## src/rtl/text_streamer_pkg.sv

```systemverilog
// text_streamer_pkg: shared state encoding, character constants and a helper
// that packs a string literal into the streamer's TEXT layout.
package text_streamer_pkg;
    typedef enum logic {IDLE, RUN} state_t;
    localparam int CHAR_W_DEF = 8;
    localparam int PACK_MAX = 32;
    localparam logic [7:0] SPACE = 8'h20;
    localparam logic [7:0] NUL = 8'h00;

    // A literal is right-justified, so its first character sits highest; char 0 must land in the LSBs.
    function automatic logic [PACK_MAX*8-1:0] pack_text(input logic [PACK_MAX*8-1:0] s, input int n);
        logic [PACK_MAX*8-1:0] r;
        for (int i = 0; i < PACK_MAX; i++) begin
            if (i < n) r[i*8 +: 8] = s[(n-1-i)*8 +: 8];
            else r[i*8 +: 8] = SPACE;
        end
        return r;
    endfunction
endpackage

```

## src/rtl/text_streamer_tick_div.sv

```systemverilog
// tick_div: reloadable down-counter; tick is high while the count is zero.
module tick_div
    import text_streamer_pkg::*;
#(
    parameter int DIV_W = 16
)(
    input  logic             clk,
    input  logic             rst,
    input  logic             en,
    input  logic             clr,
    input  logic [DIV_W-1:0] reload,
    output logic             tick
);
    logic [DIV_W-1:0] r_cnt;

    assign tick = (r_cnt == '0);

    always_ff @(posedge clk or posedge rst)
        if (rst) r_cnt <= '0;
        else if (en) r_cnt <= clr ? '0 : tick ? reload : r_cnt - 1'b1;
endmodule

```

## src/rtl/text_streamer.sv

```systemverilog
// text_streamer: emits a ROM string one character per rate_div+1 enabled
// cycles, one-shot or looping, with registered strobe/index/done outputs.
module text_streamer
    import text_streamer_pkg::*;
#(
    parameter int CHAR_W = CHAR_W_DEF,
    parameter int DEPTH = 32,
    parameter int LEN = 32,
    parameter logic [DEPTH*CHAR_W-1:0] TEXT = {DEPTH{CHAR_W'(SPACE)}},
    parameter int DIV_W = 16,
    parameter int IDX_W = (DEPTH > 1) ? $clog2(DEPTH) : 1
)(
    input  logic              clk,
    input  logic              rst,
    input  logic              en,
    input  logic              start,
    input  logic              stop,
    input  logic              loop_mode,
    input  logic [DIV_W-1:0]  rate_div,
    output logic [CHAR_W-1:0] char_out,
    output logic              char_valid,
    output logic [IDX_W-1:0]  index,
    output logic              busy,
    output logic              done
);
    if (LEN < 1 || LEN > DEPTH) begin : g_len_chk
        $error("text_streamer: LEN must satisfy 1 <= LEN <= DEPTH");
    end

    localparam logic [IDX_W-1:0] LAST = IDX_W'(LEN - 1);

    state_t            r_state;
    logic [IDX_W-1:0]  r_ptr;
    logic [IDX_W-1:0]  r_index;
    logic [CHAR_W-1:0] r_char;
    logic              r_valid;
    logic              r_done;
    logic              w_go;
    logic              w_div_en;
    logic              w_tick;

    assign w_go = (r_state == IDLE) && start && !stop;
    // The divider only runs while streaming, and is cleared on the edge that enters RUN.
    assign w_div_en = en && (w_go || (r_state == RUN && !stop));

    tick_div #(.DIV_W(DIV_W)) u_div (
        .clk    (clk),
        .rst    (rst),
        .en     (w_div_en),
        .clr    (w_go),
        .reload (rate_div),
        .tick   (w_tick)
    );

    always_ff @(posedge clk or posedge rst)
        if (rst) begin
            r_state <= IDLE;
            r_ptr   <= '0;
            r_index <= '0;
            r_char  <= '0;
            r_valid <= 1'b0;
            r_done  <= 1'b0;
        end else if (!en) begin
            r_valid <= 1'b0;
            r_done  <= 1'b0;
        end else begin
            r_valid <= 1'b0;
            r_done  <= 1'b0;
            if (r_state == IDLE) begin
                if (w_go) begin
                    r_state <= RUN;
                    r_ptr   <= '0;
                end
            end else if (stop) begin
                r_state <= IDLE;
            end else if (w_tick) begin
                r_char  <= TEXT[r_ptr*CHAR_W +: CHAR_W];
                r_index <= r_ptr;
                r_valid <= 1'b1;
                if (r_ptr != LAST) r_ptr <= r_ptr + 1'b1;
                else if (loop_mode) r_ptr <= '0;
                else begin
                    r_done  <= 1'b1;
                    r_state <= IDLE;
                end
            end
        end

    assign char_out   = r_char;
    assign char_valid = r_valid;
    assign index      = r_index;
    assign done       = r_done;
    assign busy       = (r_state == RUN);
endmodule
```

## config.mk

```make
export PLATFORM = sky130hd
export DESIGN_NAME = text_streamer
export DESIGN_NICKNAME = d
export VERILOG_FILES = /design/src/rtl/text_streamer_pkg.sv /design/src/rtl/text_streamer_tick_div.sv /design/src/rtl/text_streamer.sv
export SDC_FILE = /design/constraint.sdc
export NUM_CORES = 1
export LEC_CHECK = 0
export ABC_AREA = 1
export CORE_MARGIN = 2
export CORE_UTILIZATION = 45
export CTS_BUF_LIST = sky130_fd_sc_hd__clkbuf_4 sky130_fd_sc_hd__clkbuf_8 sky130_fd_sc_hd__clkbuf_16
export DETAILED_ROUTE_END_ITERATION = 8
export GPL_TIMING_DRIVEN = 0
export HOLD_SLACK_MARGIN = 0.06
export PLACE_DENSITY = 0.8
export SLEW_MARGIN = 20
export SYNTH_ARGS = -nofsm -noshare
export SYNTH_HDL_FRONTEND = slang
export SYNTH_SLANG_ARGS = --single-unit
```

## constraint.sdc

```tcl
create_clock -name clk -period 4.5 [get_ports clk]
set_clock_uncertainty 0.15 [all_clocks]
set_input_delay 0.9 -clock clk [delete_from_list [all_inputs] [get_ports clk]]
set_output_delay 0.9 -clock clk [all_outputs]
set_load 0.03 [all_outputs]
```

==> flow_summary.ini <==
[status]
outcome = completed

[floorplan]
start_util_pct = 46.4
fp.dieW_um = 70.5
row_count = 24
pin_count = 38
core_um2 = 4290
die_h_um = 70.5
design.die.area_um2 = 4970

[worst_setup_path]
r2r-start = r_ptr[0]$_DFFE_PP0P_
cp.arrival_ps = 1510
path_buf_inv = 1
crit_type = flip-flop to primary output
cp-startpoint = busy$_DFFE_PP0P_
path_max_fanout = 8
critPathSlowestCell = clkdlybuf4s50_1
endpoint_kind = primary output
reg2regPathDepth = 11
crit_required_ps = 3450
start_kind = flip-flop
critPathTopFamily = buffers and inverters
path_cells = clkdlybuf4s50_1
cp_slowest_stage_delay_ps = 720
rrSetupSlack_ps = 2200
timing.rr.end = r_ptr[1]$_DFFE_PP0P_

[sta]
hold_violations = 0
slew_headroom_pct = 58.1
fmax_mhz = 391
period_share_pct = 56.9
worst_pin_slew_ps = 628
rsz0062_at_grt = false
setup_tns_ps = 0
fin_crit_ps = 2560
drv_slew = 0
hold_slack_ps = 330
setup_viol = 0

[place]
dpl.hpwl_um = 3340
portBuffers = 30
place.gp.congestion = 0.875
placed_cell_area_um2 = 2380

[grt]
grt_overflow = 0
antenna_found_initial = 0
grt_pass1_vias = 1765
gr-usage-all-layers_pct = 19.9
grt_max_degree = 31
grt_pass1_wl_um = 7870

[hold_path]
whs_path_depth = 2
min_from = r_ptr[3]$_DFFE_PP0P_
hold_class = flip-flop to flip-flop
hold_end = r_ptr[3]$_DFFE_PP0P_

[cts]
cts.repair.resized = 0
cts_buffers = 5
cts_hold_buf = 0
clock_latency_ps = 290
clock-sinks = 30
htreeDepth = 2
cts_tree = done
root_buffer = clkbuf_8
clk_pin_slew_ps = 70
clockBufferDepth = 2
postCtsSetupRepairBufs = 0

[cells_and_area]
mostFrequentLayoutCell = nand2_1
mostFrequentLayoutCells = nand2_1, inv_1, nand3_1
postLayoutCoreUtil_pct = 58.7
insertedDiodeCount = 0
stdcell_area_um2 = 2520
area_growth_pct = 26.7
nets = 376
post_route_cells_drive_above_1_share_pct = 8.83

[synth]
ys_seq_area_share_pct = 37.7
yosysWarningCount = 0
syn_inst = 307
ys_types = 25
syn_avg_cell_area_um2 = 6.48
syn-cell-area_um2 = 1990
ys_seq_elements = 30

[pwr]
sequentialPowerShare_pct = 29.6
pwr-share-clk_pct = 23.0
p_per_area_nw_per_um2 = 603
peakVddDrop_v = 0.000283
p_leak_nw = 1.42
comb_power_share_pct = 47.4
p_int_mw = 0.847
switching_share_pct = 44.3
p_sw_mw = 0.673

[detailed_routing]
drt.antenna.violating_nets = 0
drt-total-wl_um = 4790
drc = 0
vias_per_cell = 4.85
vias = 1955
drt_iter0_markers = 136
drtPass1Iterations = 4
routedWlPerCell_um = 11.9

[job]
drv_cap = 0
-- per-stage QoR --
step | std cells | power [mW] | setup slack [ps]
4_1_cts | 403 | 1.52 | 1930
5_1_grt | 403 | 1.63 | 1890
3_5_place_dp | 395 | 1.16 | 1820
3_3_place_gp | 395 | 1.13 | 1800
2_1_floorplan | 313 | 0.966 | 2560
6_report | 403 | 1.52 | 1940
-- Yosys cell counts --
master | n | share of area, %
nor4_1 | 1 | 0.31
nor2_2 | 1 | 0.31
xor2_1 | 2 | 0.88
nor3b_2 | 1 | 0.63
nand2_1 | 121 | 23
a21oi_1 | 1 | 0.25
nand3b_1 | 5 | 1.9
conb_1 | 1 | 0.19
xnor2_1 | 1 | 0.44
buf_4 | 7 | 2.6
nand3_1 | 35 | 8.8
nand2_2 | 2 | 0.63
o21ai_1 | 4 | 1.0
clkbuf_1 | 1 | 0.19
inv_1 | 41 | 7.7
a22oi_1 | 1 | 0.38
dfrtp_1 | 30 | 38
buf_2 | 5 | 1.3
nor3_4 | 1 | 0.82
inv_2 | 3 | 0.57
nor2_1 | 32 | 6.0
o21ai_0 | 4 | 1.0
ha_1 | 4 | 2.5
nor3b_1 | 1 | 0.38
or2_2 | 2 | 0.63
-- power groups by stage --
stage,sequential [mW],clock [mW],combinational [mW]
floorplan,0.451,0,0.515
finish,0.450,0.350,0.721
detailed placement,0.449,0,0.708
global placement,0.442,0,0.684
global route,0.459,0.363,0.806
CTS,0.446,0.354,0.718
-- worst max-delay path by stage --
| stage | end | slack [ps] | depth (start not counted) |
|---|---|---|---|
| floorplan | u_div.r_cnt[13]$_DFFE_PP0P_ | 2560 | 6 |
| global placement | u_div.r_cnt[3]$_DFFE_PP0P_ | 1800 | 7 |
| detailed placement | u_div.r_cnt[13]$_DFFE_PP0P_ | 1820 | 6 |
| CTS | busy | 1930 | 1 |
| global route | busy | 1890 | 1 |
| finish | busy | 1940 | 1 |
-- layer usage --
layer	wire, µm	track usage [%]	vias up
met5	0	0	-
met4	95	7.91	0
met3	281	3.75	10
met2	2240	32.0	59
met1	2180	26.5	877
li1	-	-	1009
-- layout make-up --
class                      count  area, µm²
clock inverter                 2       60.1
timing repair buffer          30        300
sequential                    30        751
multi-input combinational    226       1020
tap                           52       65.1
fill                         396       1770
clock buffer                   6       82.6
buffer                        13       81.3
inverter                      44        165
-- sequential cells by signal, summed over array words and instances (netlist names) --
name	cells
u_div.r_cnt	16
char_out	1
index	5
char_valid	1
busy	1
r_ptr	5
done	1
-- cell families (layout without fill, tap and decap cells) --
family | Yosys count | after routing | synth area share, %
xor+xnor | 3 | 3 | 1.32
other cells | 1 | 7 | 0.188
simple gates | 202 | 202 | 43.2
buf+inv | 57 | 95 | 12.4
compound gates | 10 | 10 | 2.64
flops | 30 | 30 | 37.7
fa+ha+maj | 4 | 4 | 2.51
No activity file was read; power rests on OpenSTA's default activity.
==> patch 1, RTL diff (same settings) <==
Make the reset (`rst`) synchronous in 2 clocked blocks.
--- a/src/rtl/text_streamer_tick_div.sv
+++ b/src/rtl/text_streamer_tick_div.sv
@@ -16,5 +16,5 @@
     assign tick = (r_cnt == '0);
 
-    always_ff @(posedge clk or posedge rst)
+    always_ff @(posedge clk)
         if (rst) r_cnt <= '0;
         else if (en) r_cnt <= clr ? '0 : tick ? reload : r_cnt - 1'b1;
--- a/src/rtl/text_streamer.sv
+++ b/src/rtl/text_streamer.sv
@@ -53,5 +53,5 @@
     );
 
-    always_ff @(posedge clk or posedge rst)
+    always_ff @(posedge clk)
         if (rst) begin
             r_state <= IDLE;
Function: differs if rst is asserted again (counterexample within 4 cycles, from zero or initial values and one cycle with rst high); with rst held inactive, the same outputs for 10 cycles.
==> patch 1 against the original RTL <==
Setup slack gained 79 ps. Worst hold slack lost 26 ps. Final area grew 3.0%. Synthesized cell count grew 6.5%. Sequential cell count is the same. Synthesized area grew 5.5%. Wire length grew 3.5%.
Power is not compared: it rests on default switching activity, and its combinational part moved more than twofold at a synthesized area within 25%.
==> patch 1: results (changes against the original RTL) <==
* Hold_sp: index[4]
* Nets@finish at 396 (+5.3%)
* Vias at 2088 (+6.8%)
* Worst-margin pin slew at 617 ps (-10.2 ps)
* Clock root cell: clkbuf_8
* Initial drt markers at 188 (+38%)
* FF-to-FF Start: r_ptr[0]
* Largest cells by area after synthesis: dfxtp_1, nand2_1, nand3_1
* Worst-path fanout max at 6 (-2)
* Vias in the first global route at 1886 (+6.9%)
* N_diodes at 0 (unchanged)
* Pre-CTS setup slack at 1860 ps (+44.3 ps)
* Total setup buffers inserted after CTS at 0 (unchanged)
* CP Data Arrival Time at 1430 ps (-80 ps)
* Proportion of synthesized chip area in sequential cells at 28.6% (-9.1 points)
* Reg2reg setup slack at 2140 ps (-60 ps)
* GPL Wtd Cong at 0.892 (+2.0%)
* DRT Wirelength at 4.96 mm (+3.5%)
* Placed cell areas at 2490 µm² (+4.6%)
* First-pass GRT wire length at 8.41 mm (+6.9%)
* Post-Synth XOR/XNOR Area at 0.417% (-0.90 points)
* Outcome: finished, final reports clean
* Synth async-reset ratio at 0% (-100 points)
* GRT Total Usage at 20.6% (+0.66 points)
* Post-DP HPWL at 3.69 mm (+11%)
* Layout cells sized above 1 at 12.4% (+3.6 points)
* Commonest cells post-synth: nand2_1, inv_1, nand3_1
* Post-cts resize count at 0 (unchanged)
* Yosys cell types at 29 (+16%)
* Largest net degree at the start of global routing at 11 (-65%)
* Worst setup path start: busy
==> patch 1: changes by cell type after synthesis, moves of 4 or more <==
cell and change:
dfrtp_1 -30, nand2_1 -40, o21ai_0 +9, nand3_2 +5
dfxtp_1 +30, o21ai_1 -4, inv_1 +9, nand3_1 +8
nor2_1 -5, a21oi_1 +26, nor2_4 +4, buf_2 -4
==> patch 1: worst register-to-register path, stage by stage, from the launching register on <==
cell and delay [ps]:
dfxtp_1 360, ha_1 240, nand2_1 100, nor2_1 50
ha_1 200, inv_1 80, or2_2 140, nand2_1 50
a21oi_1 490, nand2_1 200, nand2_1 100, a21oi_1 70
==> patch 1: cells by family after synthesis <==
group / count (synthesis)
xor+xnor: 1
other cells: 1
simple gates: 182
flops: 30
buf+inv: 67
fa+ha+maj: 4
compound gates: 42
==> patch 1: through the flow <==
step                      utilization [%]  hold slack, ps  std cells
final                                58.8             304        423
after global routing                 58.8             325        423
after CTS                            58.8             300        423
after detailed placement             56.3             289        415
after global placement               56.3             286        415
after floorplan                         -             305        333
==> patch 1: layout make-up <==
class,instances,area share [%]
Buffer,16,5.30
Sequential cell,30,23.1
Multi-Input combinational cell,236,45.9
Clock buffer,8,4.24
Tap cell,52,2.50
Inverter,51,7.37
Timing Repair Buffer,30,11.6
==> patch 1: power by group <==
part | switching, mW | internal (mW)
combinational | 0.152 | 0.105
sequential | 0.00981 | 0.274
clock | 0.106 | 0.154
total | 0.267 | 0.534
==> patch 1: routing by layer <==
| layer | up-vias | track usage [%] | part of all wire, % |
|---|---|---|---|
| li1 | 1104 | - | - |
| met1 | 916 | 26.1 | 46 |
| met2 | 64 | 34.5 | 47 |
| met3 | 4 | 3.75 | 5.9 |
| met4 | 0 | 7.97 | 1.1 |
| met5 | - | 0 | 0 |
==> patch 1: worst max path at each step <==
stage                          end  slack (ps)  depth (start not counted)
final                         busy        2020                          1
after global routing      r_ptr[1]        1950                         11
after CTS                     busy        2010                          1
after detailed placement  r_ptr[1]        1860                          7
after global placement    r_ptr[4]        1900                          7
after floorplan           r_ptr[1]        2570                          6
==> patch 2, RTL diff (same settings) <==
Made on the original files. `DIV_W` is set to 16 in 2 places; all go to 12.
--- a/src/rtl/text_streamer_tick_div.sv
+++ b/src/rtl/text_streamer_tick_div.sv
@@ -3,5 +3,5 @@
     import text_streamer_pkg::*;
 #(
-    parameter int DIV_W = 16
+    parameter int DIV_W = 12
 )(
     input  logic             clk,
--- a/src/rtl/text_streamer.sv
+++ b/src/rtl/text_streamer.sv
@@ -8,5 +8,5 @@
     parameter int LEN = 32,
     parameter logic [DEPTH*CHAR_W-1:0] TEXT = {DEPTH{CHAR_W'(SPACE)}},
-    parameter int DIV_W = 16,
+    parameter int DIV_W = 12,
     parameter int IDX_W = (DEPTH > 1) ? $clog2(DEPTH) : 1
 )(
Ports: changed (resized rate_div); port bits go from 38 to 34. No check against the original RTL was run, so the function may have changed too.
==> patch 2 against the original RTL <==
Wire length decreased by 25%. Setup slack better by 170 ps. Sequential cell count is 4 lower. First-iteration DRC count shrank 52%. Sequential power shrank 11%. Register-to-register slack better by 410 ps. Utilization decreased by 0.20 points. Via count fell by 22%. Cell count shrank 21%. Final area fell by 14%. Synthesized area shrank 12%. Total power decreased by 2.0%. Critical path type unchanged. Critical endpoint is now index[2]. Largest power group unchanged.
==> patch 2: results (changes against the original RTL) <==
* Vias in the first global route at 1384 (-22%)
* Port Buf Inserts at 26 (-13%)
* Pre-CTS setup slack at 2060 ps (+243 ps)
* CP Data Arrival Time at 1340 ps (-170 ps)
* Proportion of synthesized chip area in sequential cells at 37.3% (-0.41 points)
* Yosys cell types at 32 (+28%)
* Worst setup path start: index[2]
* Grt met3 use at 1.53% (-2.2 points)
* Largest cells by area after synthesis: dfrtp_1, nand2_1, nand3_1
* Vias at 1516 (-22%)
* DRT met1 WL at 1.78 mm (-18%)
* Max incr delay on CP at 680 ps (-40 ps)
* Buffering overhead at 15.6% (+0.46 points)
* Multi-input gate share of total cell area at 41.7% (+1.4 points)
* Internal power at 0.762 mW (-10%)
* Outcome: finished, final reports clean
* Global-route met2 utilization at 29.4% (-2.6 points)
* Fill cells at 357 (-9.8%)
* Post-synthesis compound-gate area fraction at 3.59% (+0.95 points)
* Per-cell routed wire length at 11.3 µm (-5.4%)
* Commonest cells post-synth: nand2_1, inv_1, nand3_1
* Final clock-cell share at 3.30% (-2.4 points)
* Non-clk bufs at 36 (-16%)
* Cells after DPL at 315 (-20%)
* Multi-input gates at 169 (-25%)
* Worst-path fanout max at 2 (-6)
* Peak supply drop at 0.375 mV (+32%)
* Total CTS buffers at 3 (-2)
* Slew margin rel. at 36.6% (-22 points)
* FFs & Latches at 26 (-13%)
* Met3 Wirelength at 127 µm (-55%)
* Max reg flops at 12 (-4)
* First-pass GRT wire length at 6.11 mm (-22%)
* Initial drt markers at 65 (-52%)
* Layout cells sized above 1 at 16.6% (+7.8 points)
* Nets@finish at 294 (-22%)
* Clock slew at reported path FFs at 100 ps (+30 ps)
* Sequential share of cell area at 30.1% (+0.37 points)
* Final core utilization at 58.5% (-0.20 points)
* Avg Cell Area, Syn at 7.42 µm² (+14%)
* Clock root cell: clkbuf_8
* Top reg by flops: u_div.r_cnt
* Non-CTS inverters at 36 (-18%)
* GRT Total Usage at 18.3% (-1.6 points)
* Via density at 4.75 (-2.0%)
* Hold_sp: char_out[5]
* Met2 Routed Length at 1.62 mm (-28%)
* Post-Synth XOR/XNOR Area at 1.00% (-0.32 points)
* Leak pwr at 1.13 nW (-20%)
* Placed cell areas at 2090 µm² (-12%)
* GPL Wtd Cong at 0.878 (+0.31%)
* Max H-tree Level at 1 (-1)
* Largest net degree at the start of global routing at 27 (-13%)
* Post-synthesis mux area share at 0% (unchanged)
* Post-DP HPWL at 2.71 mm (-19%)
* Synth Area in Adders at 2.87% (+0.36 points)
* Met1 GRT Util at 25.3% (-1.2 points)
patch 2: cell count changes in the layout (fill, tap and decap cells not counted), moves of 4 or more:
cell | unedited run | this run
nand3_2 | 0 | 4
nand3_1 | 35 | 27
dfrtp_1 | 30 | 26
nor2_1 | 32 | 12
clkdlybuf4s50_1 | 30 | 26
nor2_4 | 0 | 4
buf_2 | 5 | 1
nand2_1 | 121 | 74
inv_1 | 40 | 27
patch 2: power groups by stage:
stage | Clock [mW] | Combinational, mW | Sequential (mW)
floorplan | 0 | 0.672 | 0.422
global route | 0.211 | 0.993 | 0.412
global placement | 0 | 0.860 | 0.402
CTS | 0.200 | 0.890 | 0.400
detailed placement | 0 | 0.884 | 0.403
finish | 0.198 | 0.890 | 0.401
patch 2: path summary, 6_finish.rpt:
kind,end,cells after the start,slack (ps)
worst max-delay path,index[2],1,2110
worst min-delay path,char_out[5],1,320
worst max register to register,r_ptr[1],12,2610
worst min register to register,char_out[5],1,320
max in group asynchronous,r_ptr[3],2,2890
min in group asynchronous,index[2],2,870
